`config.mk`:
```
export PLATFORM = sky130hd
export DESIGN_NAME = load_store_unit
export DESIGN_NICKNAME = d
export VERILOG_FILES = /design/src/rtl/load_store_unit.sv
export SDC_FILE = /design/constraint.sdc
export NUM_CORES = 1
export LEC_CHECK = 0
export ABC_AREA = 1
export CORE_MARGIN = 2
export CORE_UTILIZATION = 25
export CTS_BUF_LIST = sky130_fd_sc_hd__clkbuf_4 sky130_fd_sc_hd__clkbuf_8 sky130_fd_sc_hd__clkbuf_16
export DETAILED_ROUTE_END_ITERATION = 7
export GPL_TIMING_DRIVEN = 1
export PLACE_DENSITY = 0.62
export SLEW_MARGIN = 20
export SYNTH_ARGS = -nofsm -noshare
export SYNTH_HDL_FRONTEND = slang
export SYNTH_SLANG_ARGS = --single-unit
```
`constraint.sdc`:
```
create_clock -name clk -period 1.6 [get_ports clk]
set_clock_uncertainty 0.05 [all_clocks]
set_input_delay 0.16 -clock clk [delete_from_list [all_inputs] [get_ports clk]]
set_output_delay 0.16 -clock clk [all_outputs]
set_load 0.02 [all_outputs]
```
`src/rtl/load_store_unit.sv`:
```
// Memory-stage load/store unit: one request/acknowledge transaction per access,
// with load extension, store lane formatting, misalignment detection and bus timeout.
module load_store_unit #(
   parameter int unsigned TIMEOUT_CYCLES = 255
) (
   input  logic        clk,
   input  logic        rst_n,
   input  logic        mem_read,
   input  logic        mem_write,
   input  logic [2:0]  funct3,
   input  logic [31:0] addr,
   input  logic [31:0] store_data,
   output logic [31:0] mem_read_data,
   output logic        lsu_stall,
   output logic        done,
   output logic        misaligned,
   output logic        bus_err,
   output logic        bus_req,
   output logic        bus_we,
   output logic [31:0] bus_addr,
   output logic [31:0] bus_wdata,
   output logic [3:0]  bus_be,
   input  logic        bus_ack,
   input  logic [31:0] bus_rdata
);

   localparam int unsigned CNT_W = 8;

   typedef enum logic [1:0] {IDLE, WAIT_ACK, RESP} state_t;

   state_t             state, state_next;
   logic [CNT_W-1:0]   cnt, cnt_next;
   logic               is_load, is_load_next;
   logic [2:0]         funct3_q, funct3_next;
   logic [1:0]         addr_lo, addr_lo_next;
   logic [31:0]        mem_read_data_next, bus_addr_next, bus_wdata_next;
   logic [3:0]         bus_be_next;
   logic               bus_req_next, bus_we_next, done_next, misaligned_next, bus_err_next;

   logic               aligned;
   logic [31:0]        st_wdata;
   logic [3:0]         st_be;
   logic [7:0]         ld_byte;
   logic [15:0]        ld_half;
   logic [31:0]        ld_value;

   // Size decode: 00 byte, 01 half, anything else behaves as a word access
   always_comb begin
      aligned  = 1'b1;
      st_wdata = store_data;
      st_be    = 4'b1111;
      case (funct3[1:0])
         2'b00: begin
            st_wdata = {4{store_data[7:0]}};
            st_be    = 4'b0001 << addr[1:0];
         end
         2'b01: begin
            aligned  = ~addr[0];
            st_wdata = {2{store_data[15:0]}};
            st_be    = addr[1] ? 4'b1100 : 4'b0011;
         end
         default: aligned = (addr[1:0] == 2'b00);
      endcase
   end

   // Lane select and extension of the returned read word
   always_comb begin
      case (addr_lo)
         2'd0:    ld_byte = bus_rdata[7:0];
         2'd1:    ld_byte = bus_rdata[15:8];
         2'd2:    ld_byte = bus_rdata[23:16];
         default: ld_byte = bus_rdata[31:24];
      endcase
      ld_half = addr_lo[1] ? bus_rdata[31:16] : bus_rdata[15:0];
      case (funct3_q[1:0])
         2'b00:   ld_value = funct3_q[2] ? {24'd0, ld_byte} : {{24{ld_byte[7]}}, ld_byte};
         2'b01:   ld_value = funct3_q[2] ? {16'd0, ld_half} : {{16{ld_half[15]}}, ld_half};
         default: ld_value = bus_rdata;
      endcase
   end

   // Next-state and registered-output logic
   always_comb begin
      state_next         = state;
      cnt_next           = cnt;
      is_load_next       = is_load;
      funct3_next        = funct3_q;
      addr_lo_next       = addr_lo;
      mem_read_data_next = mem_read_data;
      bus_addr_next      = bus_addr;
      bus_wdata_next     = bus_wdata;
      bus_be_next        = bus_be;
      bus_req_next       = bus_req;
      bus_we_next        = bus_we;
      done_next          = 1'b0;
      misaligned_next    = 1'b0;
      bus_err_next       = 1'b0;
      case (state)
         IDLE: begin
            if (mem_read || mem_write) begin
               if (!aligned) begin
                  state_next      = RESP;
                  done_next       = 1'b1;
                  misaligned_next = 1'b1;
               end else begin
                  state_next     = WAIT_ACK;
                  bus_req_next   = 1'b1;
                  bus_we_next    = ~mem_read;
                  bus_addr_next  = {addr[31:2], 2'b00};
                  bus_wdata_next = st_wdata;
                  bus_be_next    = mem_read ? 4'b1111 : st_be;
                  cnt_next       = '0;
                  is_load_next   = mem_read;
                  funct3_next    = funct3;
                  addr_lo_next   = addr[1:0];
               end
            end
         end
         WAIT_ACK: begin
            if (bus_ack) begin
               state_next   = RESP;
               bus_req_next = 1'b0;
               done_next    = 1'b1;
               if (is_load) mem_read_data_next = ld_value;
            end else if (cnt == CNT_W'(TIMEOUT_CYCLES - 1)) begin
               state_next   = RESP;
               bus_req_next = 1'b0;
               done_next    = 1'b1;
               bus_err_next = 1'b1;
            end else begin
               cnt_next = cnt + CNT_W'(1);
            end
         end
         RESP:    state_next = IDLE;
         default: state_next = IDLE;
      endcase
   end

   always_ff @(posedge clk or negedge rst_n) begin
      if (!rst_n) begin
         state         <= IDLE;
         cnt           <= '0;
         is_load       <= 1'b0;
         funct3_q      <= '0;
         addr_lo       <= '0;
         mem_read_data <= '0;
         bus_addr      <= '0;
         bus_wdata     <= '0;
         bus_be        <= '0;
         bus_req       <= 1'b0;
         bus_we        <= 1'b0;
         done          <= 1'b0;
         misaligned    <= 1'b0;
         bus_err       <= 1'b0;
      end else begin
         state         <= state_next;
         cnt           <= cnt_next;
         is_load       <= is_load_next;
         funct3_q      <= funct3_next;
         addr_lo       <= addr_lo_next;
         mem_read_data <= mem_read_data_next;
         bus_addr      <= bus_addr_next;
         bus_wdata     <= bus_wdata_next;
         bus_be        <= bus_be_next;
         bus_req       <= bus_req_next;
         bus_we        <= bus_we_next;
         done          <= done_next;
         misaligned    <= misaligned_next;
         bus_err       <= bus_err_next;
      end
   end

   // Stall releases in RESP so the pipeline advances on the completion cycle
   assign lsu_stall = ((state == IDLE) && (mem_read || mem_write)) || (state == WAIT_ACK);

endmodule

```
After elaboration in Yosys (flattened, before gate mapping)
Cells that the tools add are included.
{ "op_classes": {"magnitude_cmp": 0, "n_mul": 0, "n_div": 0, "addsub": 1, "n_reduce_logical": 14, "n_shift": 1, "eq_ne": 11, "bitwise": 2, "n_mux": 33} }
{ "ops": {"columns": ["op", "n"], "rows": [
  ["one-hot mux 32 bit (2 select lines)", 2],
  ["2-to-1 mux 32 bit", 2],
  ["2-to-1 mux 8 bit", 4],
  ["one-hot mux 8 bit (3 select lines)", 1],
  ["2-to-1 mux 16 bit", 1],
  ["one-hot mux 8 bit (2 select lines)", 1],
  ["2-to-1 mux 1 bit", 11],
  ["logical NOT 2 bit", 5],
  ["adder 8 x 1 -> 8 bit, second input constant", 1],
  ["== test 2 x 1 -> 1 bit, second input constant", 4],
  ["== test 8 bit, second input constant", 1],
  ["2-to-1 mux 2 bit", 4],
  ["2-to-1 mux 4 bit", 2],
  ["inequality test 2 bit, second input constant", 4],
  ["one-hot mux 4 bit (2 select lines)", 1],
  ["one-hot mux 1 bit (2 select lines)", 3],
  ["AND reduction 3 bit", 2],
  ["AND reduction 5 bit", 1],
  ["one-hot mux 2 bit (2 select lines)", 1],
  ["AND reduction 4 bit", 1],
  ["left shift 1 x 2 -> 4 bit, first input constant", 1],
  ["inequality test 3 bit, second input constant", 1],
  ["== test 2 bit, second input constant", 1],
  ["logical OR 1 bit", 2],
  ["4 further kinds", 5]
]} }
{ "word_totals": {"reg_bits": 119, "input_bits": 104, "ram_bits": 0, "elab_cells": 76, "latch_bits": 0, "romBits": 0, "memories": 0} }

Logic depth before layout (Yosys ltp)
Gate-level depths: netlist of the first run.
{ "depth": {"word_depth": 5, "mapped_depth": 9} }

Worst setup path before layout of the first run
No wires, ideal clock.
{ "synth_timing": {"kind": "reg2reg", "startpoint": "register state[0]", "endpoint": "register funct3_q[1]", "slack_ns": 0.178, "arrival_ns": 1.240, "t_required_ns": 1.418, "period_less_slack_ns": 1.422, "stages_incl_launch_ff": 7, "path_cell_list": "dfrtp_1 > nand2_1 > nand2_1 > nand2_2 > buf_6 > buf_2 > o21ai_1"} }
{ "synth_between": {"elab_chain_len": 2} }
{ "synth_rtl": {"columns": ["element", "line", "text"], "rows": [
  ["from (decl)", "31", "state_t state, state_next;"],
  ["from (signal assigned)", "156", "state <= state_next;"],
  ["logical NOT 2 bit", "98", "case (state)"],
  ["AND reduction 3 bit (no source line)", null, null],
  ["to (signal assigned)", "159", "funct3_q <= funct3_next;"],
  ["to (decl)", "34", "logic [2:0] funct3_q, funct3_next;"]
]} }
Every way passes these cells.
A chain may end at the register's enable or synchronous reset.

Worst setup path in the final report of the first run
{ "layout_timing": {"startpoint": "register done", "endpoint": "output done"} }
{ "layout_rtl": {"columns": ["element", "line", "text"], "rows": [
  ["from (decl)", "15", "output logic done,"],
  ["from (signal assigned)", "167", "done <= done_next;"]
]} }
No word-level cell between the ends.

==> metrics.md, run 1 <==
| Metric | Value |
|---|---|
| Pwr Density | `~1900 nW/um^2` |
| Clock power frac | `0.233` |
| R2R Path End | `mem_read_data[15]` |
| Height of the die | `156 um` |
| Fmax achieved | `0.639 GHz` |
| Crit path cell chain | `clkdlybuf4s50_1` |
| Slowest stage cell on the critical path | `clkdlybuf4s50_1` |
| DR DRC count | `0` |
| CTS Root Cell | `clkbuf_16` |
| Largest delay share family, worst path | `buffers and inverters` |
| Total CTS buffers | `17` |
| Final Util | `0.401` |
| First-pass GRT wire length | `29.7 mm` |
| Compound-Gate Fraction of Synth Area | `0.112` |
| R2R depth | `7` |
| Top-Level Pins | `210` |
| Status | `finished, final reports clean` |
| Peak VDD IR | `0.874 mV` |
| DR pass1 iterations | `4` |
| Critical Setup Path Class | `reg -> out` |
| Pint | `9.98 mW` |
| Hpwl dp | `14.5 mm` |
| Non-filler cells in the finished layout | `1286` |
| CORE AREA | `22600 sq um` |
| Worst skew pair latency | `~0.42 ns` |
| Top-area cell type share of the netlist area | `0.516` |
| Total wire length | `19.3 mm` |
| Final critical-path share of the clock period | `0.979` |
| Initial antenna violation count | `2` |
| Initial DRC count | `316` |
| Placed Cells | `1248` |
| Crit path to | `done` |
| Mapped Cells | `750` |
| R2R Path Start | `state[1]` |
| Sw frac | `0.411` |
| Synth Register Bits | `119` |
| Simple-gate portion of the synthesized area | `0.287` |
| Net total in the final layout | `1093` |
| Final ANT Viol Nets | `0` |
| Final GP Congestion | `around 0.86` |
| Vias in the first global route | `5478` |
| GRT Util Overall | `0.158` |
| Post-synthesis xor/xnor area fraction | `0.00455` |
| Placement Rows | `55` |
| Largest net degree at the start of global routing | `between 40 and 50` |
| Die area | `24300 sq um` |
| Post-synthesis mux area share | `0` |
| Gr ovfl total | `0` |
| CTS H-tree lvls | `4` |
| Post-synthesis adder-cell area fraction | `0.00433` |
| CP endpoint kind | `primary output` |
| Ys Warns | `0` |
| Post-layout minimum cycle time | `1.57 ns` |
| Ranking of synthesized cells by area | `dfrtp_1, nand2_1, a21oi_1` |
| Max-Cap Viols | `0` |
| PortBufs | `207` |
| Clock Tree Buf Depth | `2` |
| Part of the power in combinational logic | `0.462` |
| Sequential area share after synthesis | `0.516` |
| Clk slew on worst S/H paths | `0.06 ns` |
| Via/cell ratio | `4.44` |
| Yosys cell types | `28` |
| Synth area leader | `dfrtp_1` |
| CP max FO | `1` |
| Layout cells sized above 1 | `0.116` |
| Largest family of logic cells by synthesized area | `simple AND/OR/NAND/NOR gates` |
| RSZ-0062 raised after global routing | `false` |
| R2R Setup Slk | `0.12 ns` |
| Die Wd | `~160 um` |
| Pleak | `4.71 nW` |
| Starting Density | `0.255` |
| Syn-to-layout area delta | `57.1%` |
| Vias | `5708` |
| Mapped cell area | `5770 sq um` |
| Crit-path max cell delay | `0.60 ns` |
| Final setup fails | `0` |
| Max Slew Vio Count | `0` |
| Critical path depth in cells | `1` |
| CP Buf/Inv Count | `1` |
| Post-Syn Area per Cell | `7.70 sq um` |
| Critical path data required time | `1.39 ns` |
| WL/cell | `around 15 um` |
| Hold_ws | `0.167 ns` |
| Hold Crit Class | `in -> async` |
| CP Data Arrival Time | `between 1 and 1.5 ns` |
| Crit path from | `done` |
| Final Hold Viols | `0` |
| CTS tree | `built` |
| CTS Sinks | `119` |
| Setup crit start kind | `flop` |
| Sw Pwr | `about 7.0 mW` |
| Sequential share of power | `0.305` |
==> logic make-up (layout without fill, tap and decap cells) <==
| logic type | count (synthesis) | in the layout |
|---|---|---|
| AND/OR/NAND/NOR | 403 | 403 |
| AO/OA/AOI/OAI | 124 | 124 |
| flip-flops | 119 | 119 |
| buffers and inverters | 98 | 347 |
| XOR/XNOR | 3 | 3 |
| adder cells (fa/ha/maj) | 2 | 2 |
| other | 1 | 3 |
==> layout make-up <==
cell class / instances / area, sq um
Clock buffer: 17 / 425
Clock inverter: 15 / 178
Sequential cell: 119 / 2980
Fill cell: 2335 / 13600
Inverter: 57 / 219
Antenna cell: 1 / 2.50
Multi-Input combinational cell: 534 / 2400
Tap cell: 285 / 357
Timing Repair Buffer: 258 / 2510
==> layout by cell type, fill, tap and decap left out, types with 3 or more instances in the layout <==
| master | Yosys | routed |
|---|---|---|
| a21oi_1 | 53 | 53 |
| buf_12 | 0 | 11 |
| buf_4 | 9 | 37 |
| buf_6 | 2 | 3 |
| bufinv_16 | 0 | 3 |
| clkbuf_16 | 0 | 17 |
| clkdlybuf4s50_1 | 0 | 104 |
| clkinv_2 | 0 | 3 |
| clkinvlp_4 | 0 | 5 |
| dfrtp_1 | 119 | 119 |
| dlygate4sd2_1 | 0 | 90 |
| dlymetal6s2s_1 | 0 | 11 |
| inv_1 | 54 | 54 |
| inv_6 | 0 | 4 |
| nand2_1 | 277 | 276 |
| nand3_1 | 48 | 48 |
| nor2_1 | 50 | 47 |
| nor2_2 | 3 | 5 |
| o21ai_0 | 45 | 45 |
| o21ai_1 | 15 | 15 |
| o22ai_1 | 7 | 7 |
| or2_2 | 16 | 16 |
==> power by group through the flow <==
stage	sequential, mW	clock [mW]	combinational, mW
after floorplan	6.60	0	2.94
after global placement	5.25	0	8.50
after detailed placement	5.24	0	8.60
after CTS	5.19	4.05	7.86
after global routing	5.34	4.17	8.59
final	5.17	3.94	7.82
==> synth_stat cells, drive strengths merged <==
library cell	n
ha	2
o22ai	7
o21ai	60
clkbuf	13
nand4	2
a21oi	54
buf	28
xor2	2
nand3	48
o21a	2
conb	1
nand2	281
nor3	3
dfrtp	119
xnor2	1
inv	57
o21bai	1
nor2	53
or2	16
==> flip-flops by register name, summed over array words and instances (netlist names), 2 cells and up <==
name	count
cnt	8
funct3_q	3
bus_wdata	32
addr_lo	2
mem_read_data	32
bus_addr	30
bus_be	4
state	2
==> how the worst min path moves through the flow <==
| stage | start | endpoint | slack (ns) | depth (start not counted) |
|---|---|---|---|---|
| 2_1_floorplan | rst_n | addr_lo[0] | -0.19 | 0 |
| 3_3_place_gp | rst_n | mem_read_data[5] | 0.06 | 1 |
| 3_5_place_dp | rst_n | mem_read_data[5] | 0.06 | 1 |
| 4_1_cts | rst_n | mem_read_data[5] | 0.17 | 2 |
| 5_1_grt | rst_n | mem_read_data[5] | 0.19 | 2 |
| 6_report | rst_n | mem_read_data[5] | 0.17 | 2 |
==> repair_timing <==
item	in CTS	in global routing
gates resized for setup	95	23
endpoints found under the hold margin	119	0
setup buffers	0	4
pin swaps	0	3
endpoints found under the setup margin	94	95
hold buffers	1	0
==> per-layer routing <==
metal	share of wire	track usage	wire length, um	vias to the layer above
met4	0.016	0.0507	301	2
met2	0.46	0.253	8910	218
li1	-	-	-	2852
met3	0.079	0.0464	1520	19
met5	0.00052	0	10	-
met1	0.44	0.206	8510	2617
==> stage by stage <==
stage          power, mW  worst slack [ns]  area [sq um]  setup TNS, ns
5_1_grt             18.1          0.000884          9070              0
6_report            16.9            0.0342          9070              0
3_5_place_dp        13.8            -0.225          8470         -18.03
4_1_cts             17.1           0.00168          8970              0
3_3_place_gp        13.8            -0.181          8470         -13.59
2_1_floorplan       9.54             0.178          5780              0
No activity file was read; power rests on OpenSTA's default activity.
==> inputs of run 2 (changes only) <==
--- a/config.mk
+++ b/config.mk
@@ -5,13 +5,12 @@
 export SDC_FILE = /design/constraint.sdc
 export NUM_CORES = 1
 export LEC_CHECK = 0
-export ABC_AREA = 1
 export CORE_MARGIN = 2
 export CORE_UTILIZATION = 25
 export CTS_BUF_LIST = sky130_fd_sc_hd__clkbuf_4 sky130_fd_sc_hd__clkbuf_8 sky130_fd_sc_hd__clkbuf_16
 export DETAILED_ROUTE_END_ITERATION = 7
 export GPL_TIMING_DRIVEN = 1
-export PLACE_DENSITY = 0.62
+export PLACE_DENSITY = 0.63
 export SLEW_MARGIN = 20
 export SYNTH_ARGS = -nofsm -noshare
 export SYNTH_HDL_FRONTEND = slang
==> run 2 against run 1 <==
  * Hold slack improved by 0.056 ns
  * Non-clock buffer count increased by 14
  * Cell count decreased by 18%
  * Largest power group unchanged
  * Highest routed layer is now met4
==> metrics.md, run 2 <==
| Metric | Value |
|---|---|
| Part of the power in combinational logic | `0.457 (was 0.462)` |
| CTS Root Cell | `clkbuf_16 (unchanged)` |
| Top FF cell, synth | `dfrtp_1 (unchanged)` |
| Die Wd | `152 um (was 156 um)` |
| Pleak | `4.34 nW (was 4.71 nW)` |
| Die area | `23000 sq um (was 24300 sq um)` |
| Top-area cell type share of the netlist area | `0.545 (was 0.516)` |
| Post-layout minimum cycle time | `1.58 ns (was 1.57 ns)` |
| Final critical-path share of the clock period | `0.989 (was 0.979)` |
| Most frequent cells in the layout | `dfrtp_1, clkdlybuf4s50_1, nand2_1 (was nand2_1, dfrtp_1, clkdlybuf4s50_1)` |
| Peak VDD IR | `0.824 mV (was 0.874 mV)` |
| Syn-to-layout area delta | `66.6% (was 57.1%)` |
| Vias | `4799 (was 5708)` |
| Final GP Congestion | `0.776 (was 0.861)` |
| Sw frac | `0.376 (was 0.411)` |
| Max Slew Vio Count | `0 (unchanged)` |
| PortBufs | `207 (unchanged)` |
| Via/cell ratio | `4.54 (was 4.44)` |
| Yosys cell types | `50 (was 28)` |
| GRT Util Overall | `0.147 (was 0.158)` |
| Placement Rows | `54 (was 55)` |
| RSZ-0062 raised after global routing | `true (was false)` |
| Sequential area share after synthesis | `0.545 (was 0.516)` |
| Status | `finished, final reports clean (unchanged)` |
| Setup crit start kind | `flop (unchanged)` |
| Max-Cap Viols | `0 (unchanged)` |
| DR pass1 iterations | `4 (unchanged)` |
| Final Hold Viols | `0 (unchanged)` |
| Top-Level Pins | `210 (unchanged)` |
| Post-Syn Area per Cell | `10.8 sq um (was 7.70 sq um)` |
| Hpwl dp | `12.2 mm (was 14.5 mm)` |
| First-pass GRT wire length | `27.0 mm (was 29.7 mm)` |
| CTS H-tree lvls | `4 (unchanged)` |
| Synth Register Bits | `119 (unchanged)` |
| Diode count | `0 (was 1)` |
| Largest net degree at the start of global routing | `73 (was 43)` |
| CTS Sinks | `119 (unchanged)` |
| DR DRC count | `0 (unchanged)` |
| CORE AREA | `21600 sq um (was 22600 sq um)` |
| Final ANT Viol Nets | `0 (unchanged)` |
| Pwr Density | `1920 nW/um^2 (was 1870 nW/um^2)` |
| Hold Crit Class | `in -> async (unchanged)` |
| Initial antenna violation count | `0 (was 2)` |
| Layout cells sized above 1 | `0.163 (was 0.116)` |
| Total wire length | `16.8 mm (was 19.3 mm)` |
| Final setup fails | `0 (unchanged)` |
| Ys Warns | `0 (unchanged)` |
| Pint | `10.9 mW (was 9.98 mW)` |
| Clk slew on worst S/H paths | `0.06 ns (about the same)` |
| Vias in the first global route | `5011 (was 5478)` |
| CTS tree | `built (unchanged)` |
| Critical Setup Path Class | `reg -> reg (was reg -> out)` |
| Mapped Cells | `507 (was 750)` |
| CP Data Arrival Time | `1.83 ns (was 1.36 ns)` |
| Most numerous cell in the Yosys netlist | `dfrtp_1 (was nand2_1)` |
| Most frequent cells after synthesis | `dfrtp_1, nand2_1, nor2_1 (was nand2_1, dfrtp_1, inv_1)` |
| Fmax achieved | `0.632 GHz (was 0.639 GHz)` |
| Initial DRC count | `238 (was 316)` |
| Critical path data required time | `1.85 ns (was 1.39 ns)` |
| CP max FO | `6 (was 1)` |
| Starting Density | `0.253 (was 0.255)` |
| Tot Pwr | `17.5 mW (was 16.9 mW)` |
| Clock Tree Buf Depth | `2 (unchanged)` |
| Final Util | `0.421 (was 0.401)` |
| Regs by FF count | `bus_wdata x32, mem_read_data x32, bus_addr x30 (unchanged)` |
| Mapped cell area | `5460 sq um (was 5770 sq um)` |
| Synth async-reset ratio | `1.00 (unchanged)` |
| Synth area leader | `dfrtp_1 (unchanged)` |
| Sw Pwr | `6.58 mW (was 6.95 mW)` |
| Commonest non-fill, non-tap cell in the layout | `dfrtp_1 (was nand2_1)` |
| Height of the die | `152 um (was 156 um)` |
| Sequential share of power | `0.298 (was 0.305)` |
| Worst skew pair latency | `0.41 ns (was 0.42 ns)` |
| CP endpoint kind | `flop (was primary output)` |
| Post-synth EDFFs | `0 (unchanged)` |
| Net total in the final layout | `871 (was 1093)` |
| Ranking of synthesized cells by area | `dfrtp_1, mux2_1, mux2i_1 (was dfrtp_1, nand2_1, a21oi_1)` |
| Clock power frac | `0.246 (was 0.233)` |
| WL/cell | `15.8 um (was 15.0 um)` |
| Gr ovfl total | `0 (unchanged)` |
| Total CTS buffers | `17 (unchanged)` |
==> run 2: cell count changes after synthesis, moves of 16 or more <==
| cell | delta |
|---|---|
| or2_2 | -16 |
| mux2_1 | +42 |
| nand3_1 | -44 |
| inv_1 | -49 |
| o21ai_0 | -29 |
| mux2i_1 | +30 |
| nand2_1 | -210 |
==> run 2: final timing paths <==
check	start	to	depth (start not counted)	slack, ns
worst min-delay path	rst_n	bus_wdata[16]	3	0.22
min in group clk	addr[16]	bus_addr[16]	2	0.28
max in group asynchronous	rst_n	mem_read_data[19]	3	0.89
worst max register to register	addr_lo[1]	mem_read_data[26]	5	0.02
worst max-delay path	addr_lo[1]	mem_read_data[26]	5	0.02
worst min register to register	mem_read_data[1]	mem_read_data[1]	2	0.43
==> run 2: area by class of cell <==
class | count | area, sq um
fillers | 2133 | 12500
flip-flops and latches | 119 | 2980
repair buffers | 272 | 2670
multi-input cells | 350 | 2420
clock buffers | 21 | 468
well taps | 280 | 350
clock inverters | 11 | 195
inverters | 5 | 18.8
==> run 2: metrics by stage <==
| step | worst slack (ns) | cell area, sq um | setup TNS, ns | hold slack, ns | instances |
|---|---|---|---|---|---|
| after CTS | -0.0126 | 8850 | -0.0126 | 0.228 | 1056 |
| final | 0.0178 | 9100 | 0 | 0.223 | 1058 |
| after global placement | -0.290 | 8230 | -24.96 | 0.130 | 1022 |
| after detailed placement | -0.341 | 8230 | -29.02 | 0.128 | 1022 |
| after floorplan | 0.00848 | 5470 | 0 | -0.186 | 508 |
| after global routing | -0.0660 | 9100 | -1.08 | 0.245 | 1058 |
==> run 2: routing by layer <==
metal,share of wire,up-vias,routed length (um),global-route usage
li1,-,2316,-,-
met1,0.44,2299,7400,0.183
met2,0.46,170,7690,0.233
met3,0.089,14,1490,0.0602
met4,0.011,0,180,0.0445
met5,0,-,0,0
==> run 2: what timing repair did <==
action                                  4_1_cts  5_1_grt
gates cloned                                  0        1
endpoints found under the setup margin       84      100
hold endpoints to repair                    119        0
setup buffers                                 1        2
hold buffers                                  1        0
gates resized for setup                      71       70
pin swaps                                     5        1
==> run 2: kinds of logic (layout without fill, tap and decap cells) <==
logic type,Yosys count,in the layout,share of synthesized area
muxes,74,74,0.148
DFF,119,119,0.545
other,1,2,0.000686
and+or+nand+nor,143,143,0.115
adders and majority gates,2,2,0.00458
buffers and inverters,39,309,0.0373
xor gates and xnor gates,4,4,0.00641
AOI/OAI and AO/OA,125,125,0.143
==> run 2: critical path: stages, from the launching register on <==
cell       delay (ns)
dfrtp_2          0.40
mux4_2           0.53
nand2_2          0.10
a22o_4           0.16
clkbuf_16        0.17
a21oi_4          0.05
==> run 2: power groups by stage <==
| stage | registers [mW] | logic, mW | clock network [mW] |
|---|---|---|---|
| after floorplan | 6.76 | 2.63 | 0 |
| after CTS | 5.25 | 7.88 | 4.41 |
| after global routing | 5.42 | 8.66 | 4.57 |
| after global placement | 5.25 | 8.30 | 0 |
| final | 5.21 | 7.99 | 4.30 |
| after detailed placement | 5.29 | 8.37 | 0 |
